$ cat config.mk
export PLATFORM = sky130hd
export DESIGN_NAME = alu_arbiter
export DESIGN_NICKNAME = d
export VERILOG_FILES = /design/src/rtl/miniRISC_pkg.sv /design/src/rtl/alu_arbiter_rr_arb2.sv /design/src/rtl/alu_arbiter.sv
export SDC_FILE = /design/constraint.sdc
export NUM_CORES = 1
export LEC_CHECK = 0
export ABC_AREA = 0
export BUFFER_PORTS_ARGS = -buffer_cell sky130_fd_sc_hd__buf_2
export CORE_AREA = 2 2 117 119
export DETAILED_ROUTE_END_ITERATION = 16
export DIE_AREA = 0 0 119 121
export PLACE_DENSITY = 0.76
export SLEW_MARGIN = 15
export SYNTH_ARGS = -nofsm -noshare
export SYNTH_HDL_FRONTEND = slang
export SYNTH_SLANG_ARGS = --single-unit
$ cat constraint.sdc
create_clock -name clk -period 2.5 [get_ports clk]
set_input_delay 0.75 -clock clk [delete_from_list [all_inputs] [get_ports clk]]
set_output_delay 0.75 -clock clk [all_outputs]
set_load 0.005 [all_outputs]
$ cat src/rtl/miniRISC_pkg.sv
// Shared KGP-miniRISC definitions: arbiter state codes, ALU control codes and
// the default datapath widths used by the ALU-facing blocks.
package miniRISC_pkg;

    localparam int DEF_DATA_W  = 32;
    localparam int DEF_SHAMT_W = 5;
    localparam int DEF_OP_W    = 4;

    localparam logic [1:0] ST_IDLE = 2'd0;
    localparam logic [1:0] ST_EXEC = 2'd1;
    localparam logic [1:0] ST_RESP = 2'd2;

    localparam logic [3:0] ALU_ADD = 4'd0;
    localparam logic [3:0] ALU_SUB = 4'd1;
    localparam logic [3:0] ALU_AND = 4'd2;
    localparam logic [3:0] ALU_OR  = 4'd3;
    localparam logic [3:0] ALU_XOR = 4'd4;
    localparam logic [3:0] ALU_SLL = 4'd5;
    localparam logic [3:0] ALU_SRL = 4'd6;
    localparam logic [3:0] ALU_SRA = 4'd7;

endpackage

$ cat src/rtl/alu_arbiter_rr_arb2.sv
// Two-way round-robin grant: a lone requester always wins, and under
// contention the requester that did not win last time is chosen.
module rr_arb2 (
    input  logic [1:0] valid_i,
    input  logic       last_grant_i,
    output logic [1:0] grant_o
);

    always_comb begin
        grant_o = 2'b00;
        case (valid_i)
            2'b01:   grant_o = 2'b01;
            2'b10:   grant_o = 2'b10;
            2'b11:   grant_o = last_grant_i ? 2'b01 : 2'b10;
            default: grant_o = 2'b00;
        endcase
    end

endmodule

$ cat src/rtl/alu_arbiter.sv
// Shares one combinational ALU between the execute stage (requester 0) and the
// branch/address unit (requester 1), returning results on per-owner channels.
module alu_arbiter
    import miniRISC_pkg::*;
#(
    parameter int DATA_W  = DEF_DATA_W,
    parameter int SHAMT_W = DEF_SHAMT_W,
    parameter int OP_W    = DEF_OP_W
) (
    input  logic               clk,
    input  logic               rst_n,
    input  logic               r0_valid,
    output logic               r0_ready,
    input  logic [OP_W-1:0]    r0_op,
    input  logic [DATA_W-1:0]  r0_a,
    input  logic [DATA_W-1:0]  r0_b,
    input  logic [SHAMT_W-1:0] r0_shamt,
    input  logic               r1_valid,
    output logic               r1_ready,
    input  logic [OP_W-1:0]    r1_op,
    input  logic [DATA_W-1:0]  r1_a,
    input  logic [DATA_W-1:0]  r1_b,
    input  logic [SHAMT_W-1:0] r1_shamt,
    output logic               rsp0_valid,
    input  logic               rsp0_ready,
    output logic               rsp1_valid,
    input  logic               rsp1_ready,
    output logic [DATA_W-1:0]  rsp_result,
    output logic               rsp_negative,
    output logic               rsp_zero,
    output logic               rsp_carry,
    output logic               busy,
    output logic [DATA_W-1:0]  alu_input1,
    output logic [DATA_W-1:0]  alu_input2,
    output logic [SHAMT_W-1:0] alu_shamt,
    output logic [OP_W-1:0]    alu_control_signal,
    input  logic [DATA_W-1:0]  alu_out,
    input  logic               alu_negative,
    input  logic               alu_zero,
    input  logic               alu_carry
);

    logic [1:0]         state_q, state_d;
    logic               owner_q;
    logic               lastGrant_q;
    logic [OP_W-1:0]    op_q;
    logic [DATA_W-1:0]  a_q, b_q;
    logic [SHAMT_W-1:0] shamt_q;
    logic [DATA_W-1:0]  result_q;
    logic               negative_q, zero_q, carry_q;

    logic [1:0] reqValid, grant, reqReady;
    logic       accept, respDone;

    assign reqValid = {r1_valid, r0_valid};

    rr_arb2 u_arb (
        .valid_i      (reqValid),
        .last_grant_i (lastGrant_q),
        .grant_o      (grant)
    );

    // Ready is gated by rst_n so no request appears accepted while held in reset.
    assign reqReady = (state_q == ST_IDLE && rst_n) ? grant : 2'b00;
    assign accept   = |(reqValid & reqReady);
    assign respDone = owner_q ? rsp1_ready : rsp0_ready;

    always_comb begin
        state_d = state_q;
        case (state_q)
            ST_IDLE: if (accept) state_d = ST_EXEC;
            ST_EXEC: state_d = ST_RESP;
            ST_RESP: if (respDone) state_d = ST_IDLE;
            default: state_d = ST_IDLE;
        endcase
    end

    always_ff @(posedge clk or negedge rst_n) begin
        if (!rst_n) begin
            state_q <= ST_IDLE;
        end else begin
            state_q <= state_d;
        end
    end

    // Reset leaves lastGrant at 1 so requester 0 wins the first contention.
    always_ff @(posedge clk or negedge rst_n) begin
        if (!rst_n) begin
            op_q        <= '0;
            a_q         <= '0;
            b_q         <= '0;
            shamt_q     <= '0;
            owner_q     <= 1'b0;
            lastGrant_q <= 1'b1;
        end else if (accept) begin
            op_q        <= grant[1] ? r1_op    : r0_op;
            a_q         <= grant[1] ? r1_a     : r0_a;
            b_q         <= grant[1] ? r1_b     : r0_b;
            shamt_q     <= grant[1] ? r1_shamt : r0_shamt;
            owner_q     <= grant[1];
            lastGrant_q <= grant[1];
        end
    end

    always_ff @(posedge clk or negedge rst_n) begin
        if (!rst_n) begin
            result_q   <= '0;
            negative_q <= 1'b0;
            zero_q     <= 1'b0;
            carry_q    <= 1'b0;
        end else if (state_q == ST_EXEC) begin
            result_q   <= alu_out;
            negative_q <= alu_negative;
            zero_q     <= alu_zero;
            carry_q    <= alu_carry;
        end
    end

    assign r0_ready           = reqReady[0];
    assign r1_ready           = reqReady[1];
    assign rsp0_valid         = (state_q == ST_RESP) && !owner_q;
    assign rsp1_valid         = (state_q == ST_RESP) && owner_q;
    assign rsp_result         = result_q;
    assign rsp_negative       = negative_q;
    assign rsp_zero           = zero_q;
    assign rsp_carry          = carry_q;
    assign busy               = (state_q != ST_IDLE);
    assign alu_input1         = a_q;
    assign alu_input2         = b_q;
    assign alu_shamt          = shamt_q;
    assign alu_control_signal = op_q;

endmodule
* Word level (Yosys, flattened, before mapping)
Index checks and enable logic that the tools add are counted.
** Storage, ports and cells
- Register bits :: 112
- Input bits :: 187
- Output and inout port bits :: 113
- Logic and storage cells :: 38
** Cells by class
- Equal/unequal tests :: 7
- Multiplexer cells :: 11
- Bitwise operators :: 1
- Reductions and logical operators :: 8
** Operators with widths (count)
- two-way mux 32 bit :: 2
- case mux 2 bit (3 select lines) :: 2
- two-way mux 2 bit :: 4
- equality test 2 bit, second input constant :: 3
- two-way mux 5 bit :: 1
- equality test 2 x 1 -> 1 bit, second input constant :: 2
- two-way mux 4 bit :: 1
- inequality test 2 bit, second input constant :: 2
- logical AND 1 bit :: 3
- bitwise AND 2 bit :: 1
- zero test 2 bit :: 1
- AND reduction 2 bit :: 1
- nonzero test 2 bit :: 1
- OR reduction 2 bit :: 1
- zero test 1 bit :: 1
- two-way mux 1 bit :: 1

* Depth between registers and ports, before layout
Gate-level depths: netlist of the first run.
- Word-level depth :: 7
- Depth in mapped cells :: 7
- Gate-level depth less buffers :: 3

* Hierarchy
From an unflattened synthesis of the first run, not the netlist that was laid out.
** Unflattened totals
- Cells, all modules :: 333
- Area, all modules :: 5240.0 um2
** Modules (own cells, without submodules)
- alu_arbiter :: times used 1, cells an instance 330, area each 5221.3 um2, sequential area each 2803.9 um2
- rr_arb2 :: times used 1, cells an instance 3, area each 18.8 um2, sequential area each 0.0 um2

* Worst setup path before layout of the first run
OpenSTA, ideal clock, no wires.
- Path kind :: in2out
- From :: input rst_n
- To :: output r1_ready
- Arrival :: 1.827 ns
- Data required time :: 1.750 ns
- Setup slack :: -0.077 ns
- Cell stages on the path :: 5
- Buffers on the path :: 2
- Cells stage by stage :: or3b_4 > or2_1 > clkbuf_1 > clkbuf_1 > a21oi_1
** Between the ends
- Longest elaborated chain between the ends :: 2
** RTL lines
- start, declared :: RTL line alu_arbiter.sv:11 : input logic rst_n,
- logical AND 1 bit :: RTL line alu_arbiter.sv:64 : assign reqReady = (state_q == ST_IDLE && rst_n) ? grant : 2'b00;
- two-way mux 2 bit :: RTL line alu_arbiter.sv:64
- end, declared :: RTL line alu_arbiter.sv:19 : output logic r1_ready,
Every way passes these cells.

* Final worst setup path of the first run
Same ends and word-level chain as after synthesis.

==> metrics.md, run 1 <==
| Metric | Value |
|---|---|
| Final setup skew | 0.0117 ns |
| Total DRC errors in the routed layout | 0 |
| Maximum number of pins on one net before global-route repair | 77 |
| Floorplan die height | 121 microns |
| Area taken by flip-flops and latches | roughly 2800 sq um |
| Clock root buffer | clkbuf_16 |
| Maximum frequency from static timing analysis | 407 MHz |
| Unrepaired setup endpoints after global routing | no |
| CP peak stage delay | 0.37 ns |
| Average wire length per cell after detail routing | 17.0 microns |
| Total I/O pin count | 300 |
| Wire length of the first global-routing pass | 25600 microns |
| Number of cells in the finished layout apart from fillers | 966 |
| Combined global-route utilization of all metal layers | 22.5% |
| Seq pwr share | 41.2% |
| Data arrival time at the worst-slack endpoint | 1.71 ns |
| Setup-violating endpoint count in the final report | 0 |
| Slack of the critical path | 0.0425 ns |
| Final antenna diode count | 0 |
| Sequential fraction of the synthesis area | between 50% and 60% |
| Maximum number of buffers from clock root to sink | 2 |
| Warnings from Yosys | 0 |
| Instance count after placement with tap cells included | 949 |
| Transition time at the pin with the least slew margin | between 0.8 and 0.9 ns |
| Static power due to leakage | 0.00349 uW |
| Worst hold slack after final layout | 0.471 ns |
| Total Neg Setup Slack | 0 ns |
| Total of flip-flops plus latches after synthesis | 112 |
| Synth cell types | 18 |
| Setup Crit Path Kind | primary input to primary output |
| TritonCTS sink count | around 110 |
| Worst hold path type | primary input to asynchronous set/reset pin |
| Type of origin of the critical path | primary input |
| Synth top area share | between 50% and 60% |
| Start point of the critical path | rst_n |
| Worst path bufs/invs | 2 |
| Required time worst endpoint | 1.75 ns |
| Via count of the routed design | between 5000 and 6000 |
| Number of nets in the synthesized netlist | between 700 and 800 |
| Starting utilization of the core area | between 30% and 40% |
| Final WL | 16400 microns |
| Area of the mapped netlist | approximately 5000 sq um |
| Max-cap violations | 0 |
| Cell internal pwr | 4860 uW |
| Mean instance size in the synthesized netlist | 9.94 sq um |
| Number of antenna violations at the first check in global routing | 0 |
| Cell types with the largest area share after synthesis | dfrtp_1, o31ai_1, mux2_2 |
| Detail Placement HPWL | 11300 microns |
| Critical register-to-register path startpoint | state_q[1]$_DFFE_PN0P_ |
| Cell type with the highest aggregate area in the netlist | dfrtp_1 |
| Die boundary width | 119 microns |
| Number of enable flip-flop cells after synthesis | 0 |
| Synthesized netlist cell count | 514 |
| List of most frequent post-synthesis cells | dfrtp_1, nor2_1, o21ai_0, a21oi_1, o31ai_1 |
| Result of the run | completed |
| Number of CTS-inserted buffers | 9 |
| Worst path top cell family by delay | simple AND/OR/NAND/NOR gates |
| Pre-CTS setup slack | -0.0162 ns |
| Slowest cell on crit path | or3b_4 |
| Clock tree from TritonCTS | done |
| Total global routing overflow | 0 |
| Power density normalized to cell area | between 1000 and 1500 nW/um^2 |
| Share of layout cells above drive strength 1 | 47.5% |
| Fraction of registers with async set/reset | 100% |
| Final GP Congestion | 0.808 |
| Area overhead of the layout relative to synthesis | 37.6% |
| Final core occ | 53.7% |
| Switching portion of total power | between 30% and 40% |
| Clk_lat worst skew | 0.35 ns |
| Top-count cell post-synth | dfrtp_1 |
| Count of standard-cell rows | 42 |
| Most used flip-flop cell after synthesis | dfrtp_1 |
| Clock slew at the register clock pins of the worst setup and hold paths | ~0.08 ns |
| Total iterations of the first detailed-routing run | 4 |
| Fin crit share | 98.3% |
| Core outline area | 13100 sq um |
| Quantity of I/O buffers inserted on ports | between 200 and 300 |
| Clock network fraction of total power | 18.8% |
| Kind of capture point of the worst setup path | primary output |
| Number of hold violations in the final report | 0 |
| Max-slew violations | 0 |
| Via count of the first global-routing pass | 5033 |
| Count of nets left with antenna violations after detail routing | 0 |
| Largest vdd supply drop | about 0.42 mV |
| P_sw | 2660 uW |
| Fill cell total of the finished layout | 1188 |
| Minimum setup slack among reg-to-reg paths | 0.54 ns |
| Final-stage net count | just under 1000 |
| Footprint of the multi-input gates | 2090 sq um |
| Hold-fix buffer count after cts | 0 |
| Relative slew margins | a little over two fifths |
| Share of total power in combinational logic | 40.1% |
| Floorplan die area | between 10000 and 15000 sq um |
| Mean number of vias per cell | 5.33 |
| Max H-tree Level | 3 |
| Shortest clock period the worst path allows after layout | 2.46 ns |
| Critical path fanouts, max | 2 |
| DRT iter0 DRCs | 341 |
| Cell-by-cell listing of the critical path | buf_4, or3b_4, or2_4, a21oi_2, buf_2 |
layer usage:
layer	vias up	part of all wire (%)	global-route usage (%)
li1	2380	-	-
met4	0	3.6	10.5
met1	2460	41	27.9
met2	265	48	37.5
met5	-	0	0
met3	40	7.3	4.75
worst paths after layout:
path	depth (start not counted)	end
max in group asynchronous	3	alu_input1[26]$_DFFE_PN0P_
min in group clk	1	rsp_result[0]$_DFFE_PN0N_
worst max-delay path	5	r1_ready
worst min register to register	1	rsp_result[0]$_DFFE_PN0N_
worst max register to register	4	alu_input2[14]$_DFFE_PN0P_
worst min-delay path	2	alu_input1[7]$_DFFE_PN0P_
per-stage QoR:
step / total power, uW / cell area, sq um
after floorplan: 4660 / 5130
after global placement: 6070 / 6740
final: 7520 / 7030
after CTS: 7580 / 7030
after global routing: 8050 / 7030
after detailed placement: 6160 / 6740
timing repair:
| action | 4_1_cts | 5_1_grt |
|---|---|---|
| buffers inserted | 1 | 0 |
| endpoints found under the hold margin | 0 | 0 |
| setup endpoints to repair | 1 | 0 |
| resized for setup | 1 | 0 |
power groups by stage:
stage	registers (uW)	logic (uW)	clock network [uW]
after global routing	3200	3320	1520
after detailed placement	3130	3030	0
after floorplan	3190	1470	0
after CTS	3100	3050	1440
after global placement	3100	2960	0
final	3100	3010	1410
kinds of logic (layout without fill, tap and decap cells):
group	after synthesis	in the layout	share of synthesized area, %
compound gates	225	225	25.7
buf+inv	57	333	4.92
flops	112	112	54.9
mux	36	36	7.93
simple gates	84	84	6.56
sequential cells by signal, summed over array words and instances (netlist names):
signal              flops
alu_control_signal      4
alu_input1             32
alu_input2             32
alu_shamt               5
lastGrant_q             1
owner_q                 1
rsp_carry               1
rsp_negative            1
rsp_result             32
rsp_zero                1
state_q                 2
layout make-up:
cell class | instances | share of cell area, %
Sequential cell | 112 | 39.9
Multi-Input combinational cell | 345 | 29.7
Timing Repair Buffer | 314 | 23.1
Clock buffer | 10 | 3.40
Tap cell | 176 | 3.13
Clock inverter | 6 | 0.694
Inverter | 3 | 0.160
layout by cell type, fill, tap and decap left out:
cell,count
buf_2,298
dfrtp_1,111
nor2_1,76
o21ai_0,76
a21oi_1,73
o31ai_1,73
mux2_2,36
buf_4,15
clkbuf_16,9
inv_1,3
nand2b_2,2
clkinvlp_4,2
inv_6,2
or2_2,1
nand2_1,1
or3b_4,1
nor2_4,1
or2_4,1
a21oi_2,1
nand2b_1,1
a21boi_4,1
a2bb2oi_1,1
inv_8,1
clkbuf_8,1
clkinv_2,1
dfstp_2,1
buf_12,1
No activity file was read; power rests on OpenSTA's default activity.
==> run 2: changes to the inputs <==
--- a/config.mk
+++ b/config.mk
@@ -10,7 +10,7 @@
 export CORE_AREA = 2 2 117 119
 export DETAILED_ROUTE_END_ITERATION = 16
 export DIE_AREA = 0 0 119 121
-export PLACE_DENSITY = 0.76
+export PLACE_DENSITY = 0.74
 export SLEW_MARGIN = 15
 export SYNTH_ARGS = -nofsm -noshare
 export SYNTH_HDL_FRONTEND = slang
==> run 2 against run 1 <==
Against the previous run:
- register-to-register slack got worse by 0.05 ns
- sequential power barely moved
- non-clock buffer count did not move
- core utilization barely moved
- flip-flop and latch count did not move
- total power fell by 0.20%
- setup slack improved by 0.033 ns
- critical path type unchanged
==> metrics.md, run 2 (same netlist as run 1, synthesis figures left out) <==
| Metric | Value |
|---|---|
| Result of the run | completed |
| Critical path destination | r1_ready |
| Clock root buffer | clkbuf_16 |
| Max H-tree Level | 3 (unchanged) |
| Total DRC errors in the routed layout | 0 (unchanged) |
| Wire length of the first global-routing pass | 25800 microns (+0.68%) |
| Final antenna diode count | 0 (unchanged) |
| Total Neg Setup Slack | 0 ns (unchanged) |
| Kind of capture point of the worst setup path | primary output |
| Maximum frequency from static timing analysis | 412 MHz (+1.4%) |
| Number of antenna violations at the first check in global routing | 0 (unchanged) |
| Routed metal-1 wirelength | 6790 microns (+1.9%) |
| Total met3 wirelength after detailed routing | 1170 microns (-1.5%) |
| Max-slew violations | 0 (unchanged) |
| Core outline area | 13100 sq um (unchanged) |
| Critical path fanouts, max | 2 (unchanged) |
| Max-cap violations | 0 (unchanged) |
| Combined global-route utilization of all metal layers | 22.6% (+0.17 points) |
| Average wire length per cell after detail routing | 17.1 microns (+0.84%) |
| Critical register-to-register path startpoint | state_q[1]$_DFFE_PN0P_ |
| DRT iter0 DRCs | 385 (+13%) |
| Number of cells in the finished layout apart from fillers | 966 (unchanged) |
| Type of origin of the critical path | primary input |
| Final GP Congestion | 0.804 (-0.52%) |
| Footprint of the multi-input gates | 2090 sq um (unchanged) |
| Final core occ | 53.8% (about the same) |
| Die boundary width | 119 microns (unchanged) |
| TritonCTS sink count | 112 (unchanged) |
| Clock slew at the register clock pins of the worst setup and hold paths | 0.07 ns (about the same) |
| Largest vdd supply drop | 0.488 mV (+16%) |
| Start point of the critical path | rst_n |
| Fin crit share | 97.0% (-1.3 points) |
| Final setup skew | 0.00702 ns (-0.00471 ns) |
| Share of layout cells above drive strength 1 | 47.7% (+0.25 points) |
| Total iterations of the first detailed-routing run | 5 (+1) |
| Most common cell after layout, fill and taps aside | buf_2 |
| Setup-violating endpoint count in the final report | 0 (unchanged) |
| Relative slew margins | 41.8% (-0.32 points) |
| Number of CTS-inserted buffers | 9 (unchanged) |
| Commonest cells after routing, fill and taps aside | buf_2, dfrtp_1, nor2_1, o21ai_0 |
| Detail Placement HPWL | 11600 microns (+2.5%) |
| Total global routing overflow | 0 (unchanged) |
| Via count of the first global-routing pass | 5051 (+0.36%) |
| Unrepaired setup endpoints after global routing | no |
| Clock tree from TritonCTS | done |
| Clk_lat worst skew | 0.34 ns (about the same) |
| Power density normalized to cell area | 1070 nW/um^2 (-0.27%) |
| Via count of the routed design | 5127 (-0.35%) |
| Shortest clock period the worst path allows after layout | 2.42 ns (-0.0328 ns) |
| Instance count after placement with tap cells included | 949 (unchanged) |
| Mean number of vias per cell | 5.31 (-0.35%) |
| Final-stage net count | 972 (unchanged) |
| Static power due to leakage | 0.00349 uW (about the same) |
| Final WL | 16500 microns (+0.84%) |
| Count of nets left with antenna violations after detail routing | 0 (unchanged) |
| Minimum setup slack among reg-to-reg paths | 0.49 ns (-0.05 ns) |
| Floorplan die area | 14400 sq um (unchanged) |
| Area taken by flip-flops and latches | 2810 sq um (about the same) |
| Quantity of I/O buffers inserted on ports | 299 (unchanged) |
| Required time worst endpoint | 1.75 ns (about the same) |
| Worst hold path type | primary input to asynchronous set/reset pin |
| Fill cell total of the finished layout | 1192 (+0.34%) |
| Worst hold slack after final layout | 0.477 ns (+0.00627 ns) |
| Area overhead of the layout relative to synthesis | 37.7% (about the same) |
| Number of hold violations in the final report | 0 (unchanged) |
| Transition time at the pin with the least slew margin | 0.873 ns (+0.00486 ns) |
| Floorplan die height | 121 microns (unchanged) |
| Data arrival time at the worst-slack endpoint | 1.67 ns (-0.04 ns) |
| Total I/O pin count | 300 (unchanged) |
| Depth of the most critical reg-to-reg path | 4 (unchanged) |
| Met2 WL post-DR | 8000 microns (+0.74%) |
| Reg2Reg Capture Point | alu_input2[4]$_DFFE_PN0P_ |
| Maximum number of pins on one net before global-route repair | 76 (-1.3%) |
| Setup Crit Path Kind | primary input to primary output |
| Maximum number of buffers from clock root to sink | 2 (unchanged) |
| Count of standard-cell rows | 42 (unchanged) |
| Top layer reached by signal wires | met4 |
| Starting utilization of the core area | 39.1% (unchanged) |
==> run 2: layer usage <==
| metal | global-route usage [%] | vias up |
|---|---|---|
| li1 | - | 2385 |
| met5 | 0 | - |
| met4 | 10.6 | 0 |
| met2 | 37.9 | 249 |
| met1 | 28.3 | 2458 |
| met3 | 4.51 | 35 |
==> run 2: per-stage QoR <==
stage / area [sq um] / power (uW) / setup WS (ns)
2_1_floorplan: 5130 / 4660 / 0.00803
3_3_place_gp: 6750 / 6090 / 0.0274
3_5_place_dp: 6750 / 6190 / 0.00793
4_1_cts: 7030 / 7570 / 0.00680
5_1_grt: 7040 / 8030 / 0.0260
6_report: 7040 / 7510 / 0.0753
==> run 2: power breakdown <==
group / leakage [uW] / internal [uW] / total [uW] / switching, uW
clock network: 0.000137 / 688 / 1370 / 679
logic: 0.00200 / 1470 / 3020 / 1550
registers: 0.00136 / 2690 / 3120 / 428
==> run 2: timing repair <==
action                     4_1_cts  5_1_grt
hold buffers                     0        0
setup endpoints to repair        1        1
resized for setup                1        2
buffers inserted                 1        0
hold endpoints to repair         0        0
==> run 2: area by class of cell <==
cell class                 count  share of cell area, %
clock buffer                   9                   3.20
clock inverter                 7                  0.747
inverter                       3                  0.160
multi-input combinational    345                   29.6
sequential                   112                   39.9
tap                          176                   3.13
timing repair buffer         314                   23.3
==> run 2: how the worst min path moves through the flow <==
stage / slack (ns) / from / cells past startpoint / to
CTS: 0.49 / rst_n / 2 / alu_input1[17]$_DFFE_PN0P_
global route: 0.51 / rsp_result[17]$_DFFE_PN0N_ / 1 / rsp_result[17]$_DFFE_PN0N_
finish: 0.48 / rst_n / 2 / alu_input1[17]$_DFFE_PN0P_
detailed placement: 0.49 / rsp_result[16]$_DFFE_PN0N_ / 1 / rsp_result[16]$_DFFE_PN0N_
global placement: 0.48 / rsp_carry$_DFFE_PN0N_ / 1 / rsp_carry$_DFFE_PN0N_
floorplan: 0.45 / rst_n / 0 / alu_control_signal[0]$_DFFE_PN0P_
==> run 2: critical path: stages <==
cell	delay, ns
buf_4	0.08
or3b_4	0.36
or2_4	0.26
a21oi_2	0.10
buf_2	0.12
==> run 3: changes to the inputs <==
--- a/config.mk
+++ b/config.mk
@@ -7,10 +7,9 @@
 export LEC_CHECK = 0
 export ABC_AREA = 0
 export BUFFER_PORTS_ARGS = -buffer_cell sky130_fd_sc_hd__buf_2
-export CORE_AREA = 2 2 117 119
+export CORE_UTILIZATION = 30
 export DETAILED_ROUTE_END_ITERATION = 16
-export DIE_AREA = 0 0 119 121
-export PLACE_DENSITY = 0.74
+export PLACE_DENSITY = 0.59
 export SLEW_MARGIN = 15
 export SYNTH_ARGS = -nofsm -noshare
 export SYNTH_HDL_FRONTEND = slang
==> run 3 against run 2 <==
Against the previous run:
- via count down 2.8%
- cell area up 1.0%
- core utilization down 11 points
- combinational power down 2%
- die area up 22%
- first-iteration DRC count down 39%
- final cell count up 4.6%
- total power up 1.3%
- clock skew up 0.00085 ns
- routed wire length up 3.4%
- worst hold slack better by 0.025 ns
==> metrics.md, run 3 (same netlist as run 1, synthesis figures left out) <==
| Metric | Value |
|---|---|
| Detail Placement HPWL | 11400 microns (-2.1%) |
| DRT iter0 DRCs | 233 (-39%) |
| Max H-tree Level | 3 (unchanged) |
| Maximum frequency from static timing analysis | 409 MHz (-0.89%) |
| Via count of the first global-routing pass | 5088 (+0.73%) |
| Final GP Congestion | 0.746 (-7.3%) |
| Mean number of vias per cell | 4.93 (-7.1%) |
| Data arrival time at the worst-slack endpoint | 1.70 ns (+0.03 ns) |
| Unrepaired setup endpoints after global routing | no |
| Critical path fanouts, max | 2 (unchanged) |
| Via count of the routed design | 4982 (-2.8%) |
| Count of standard-cell rows | 47 (+12%) |
| Shortest clock period the worst path allows after layout | 2.45 ns (+0.0217 ns) |
| Worst hold path type | register to register |
| Core outline area | 16600 sq um (+27%) |
| Count of nets left with antenna violations after detail routing | 0 (unchanged) |
| Setup Crit Path Kind | primary input to primary output |
| Commonest cells after routing, fill and taps aside | buf_2, dfrtp_1, nor2_1, o21ai_0 |
| Kind of capture point of the worst setup path | primary output |
| Final-stage net count | 972 (unchanged) |
| Average wire length per cell after detail routing | 16.9 microns (-1.1%) |
| Quantity of I/O buffers inserted on ports | 299 (unchanged) |
| Total I/O pin count | 300 (unchanged) |
| Final WL | 17100 microns (+3.4%) |
| Share of layout cells above drive strength 1 | 47.3% (-0.38 points) |
| Wire length of the first global-routing pass | 27000 microns (+4.7%) |
| Fin crit share | 97.9% (+0.87 points) |
| Clock root buffer | clkbuf_16 |
| TritonCTS sink count | 112 (unchanged) |
| Power density normalized to cell area | 1070 nW/um^2 (+0.25%) |
| Largest vdd supply drop | 0.449 mV (-8.1%) |
| Relative slew margins | 43.1% (+1.3 points) |
| Combined global-route utilization of all metal layers | 19.5% (-3.1 points) |
| Hold-fix buffer count after cts | 0 (unchanged) |
| Area overhead of the layout relative to synthesis | 39.1% |
| Die boundary width | 133 microns (+11%) |
| Maximum number of buffers from clock root to sink | 2 (unchanged) |
| Overall power after layout | 7600 uW (+1.3%) |
| Type of origin of the critical path | primary input |
| Number of hold violations in the final report | 0 (unchanged) |
| Setup-violating endpoint count in the final report | 0 (unchanged) |
| Final antenna diode count | 0 (unchanged) |
| Transition time at the pin with the least slew margin | 0.854 ns (-0.0193 ns) |
| Required time worst endpoint | 1.75 ns (about the same) |
| Number of antenna violations at the first check in global routing | 0 (unchanged) |
| Final setup skew | 0.00787 ns (+0.000850 ns) |
| Total DRC errors in the routed layout | 0 (unchanged) |
| Starting utilization of the core area | 30.8% (-8.2 points) |
| Total global routing overflow | 0 (unchanged) |
| Most common cell after layout, fill and taps aside | buf_2 |
| Floorplan die area | 17600 sq um (+22%) |
| Max-cap violations | 0 (unchanged) |
| Static power due to leakage | 0.00350 uW (+0.19%) |
| Total iterations of the first detailed-routing run | 4 (-1) |
| Number of CTS-inserted buffers | 9 (unchanged) |
| Final core occ | 42.9% (-11 points) |
| Clock slew at the register clock pins of the worst setup and hold paths | 0.07 ns (about the same) |
| Floorplan die height | 133 microns (+9.5%) |
| Max-slew violations | 0 (unchanged) |
| Maximum number of pins on one net before global-route repair | 76 (unchanged) |
| Clock tree from TritonCTS | done |
| Result of the run | completed |
| Clk_lat worst skew | 0.35 ns (about the same) |
[run 3: changes by cell type in the layout (fill, tap and decap cells not counted), moves of 2 or more]
cell	change
clkinv_2	-2
dfrtp_1	+2
dfrtp_2	-2
inv_6	-4
inv_8	+3
[run 3: path summary, 6_finish.rpt]
kind | start | to | slack, ns | cells after the start
min in group asynchronous | rst_n | rsp_result[24]$_DFFE_PN0N_ | 0.55 | 2
max in group asynchronous | rst_n | alu_shamt[3]$_DFFE_PN0P_ | 0.69 | 3
worst min-delay path | rsp_result[20]$_DFFE_PN0N_ | rsp_result[20]$_DFFE_PN0N_ | 0.50 | 1
worst max-delay path | rst_n | r1_ready | 0.05 | 5
worst min register to register | rsp_result[20]$_DFFE_PN0N_ | rsp_result[20]$_DFFE_PN0N_ | 0.50 | 1
worst max register to register | state_q[0]$_DFFE_PN0P_ | alu_control_signal[1]$_DFFE_PN0P_ | 0.57 | 4
[run 3: per-stage QoR]
step | hold slack (ns) | cells | setup WS [ns] | instance area, sq um | setup TNS (ns)
after floorplan | 0.454 | 514 | 0.00803 | 5130 | 0
final | 0.502 | 1010 | 0.0537 | 7110 | 0
after global routing | 0.514 | 1010 | 0.0221 | 7110 | 0
after global placement | 0.482 | 994 | -0.00672 | 6800 | -0.00672
after detailed placement | 0.489 | 994 | -0.0103 | 6800 | -0.0103
after CTS | 0.506 | 1010 | 0.0476 | 7110 | 0
[run 3: area by class of cell]
class,count,area (sq um)
Clock buffer,9,225
Clock inverter,7,87.6
Fill cell,1675,9470
Inverter,3,11.3
Multi-Input combinational cell,345,2080
Sequential cell,112,2800
Tap cell,220,275
Timing Repair Buffer,314,1620
[run 3: power breakdown]
group          switching [uW]  internal [uW]
sequential                418           2690
combinational            1510           1450
clock                     738            802
[run 3: per-layer routing]
metal	track usage [%]	share of wire, %	vias to the layer above
li1	-	-	2389
met1	23.8	42	2365
met2	33.7	50	208
met3	4.48	6.2	20
met4	6.83	1.9	0
met5	0	0	-
[run 3: what timing repair did]
action / in CTS / in global routing
endpoints found under the setup margin: 1 / 0
setup buffers: 0 / 0
resized for setup: 1 / 0
[run 3: critical path: stages]
cell and delay [ns]:
buf_4 0.08, or3b_4 0.37, or2_4 0.26, a21oi_2 0.09, buf_2 0.13
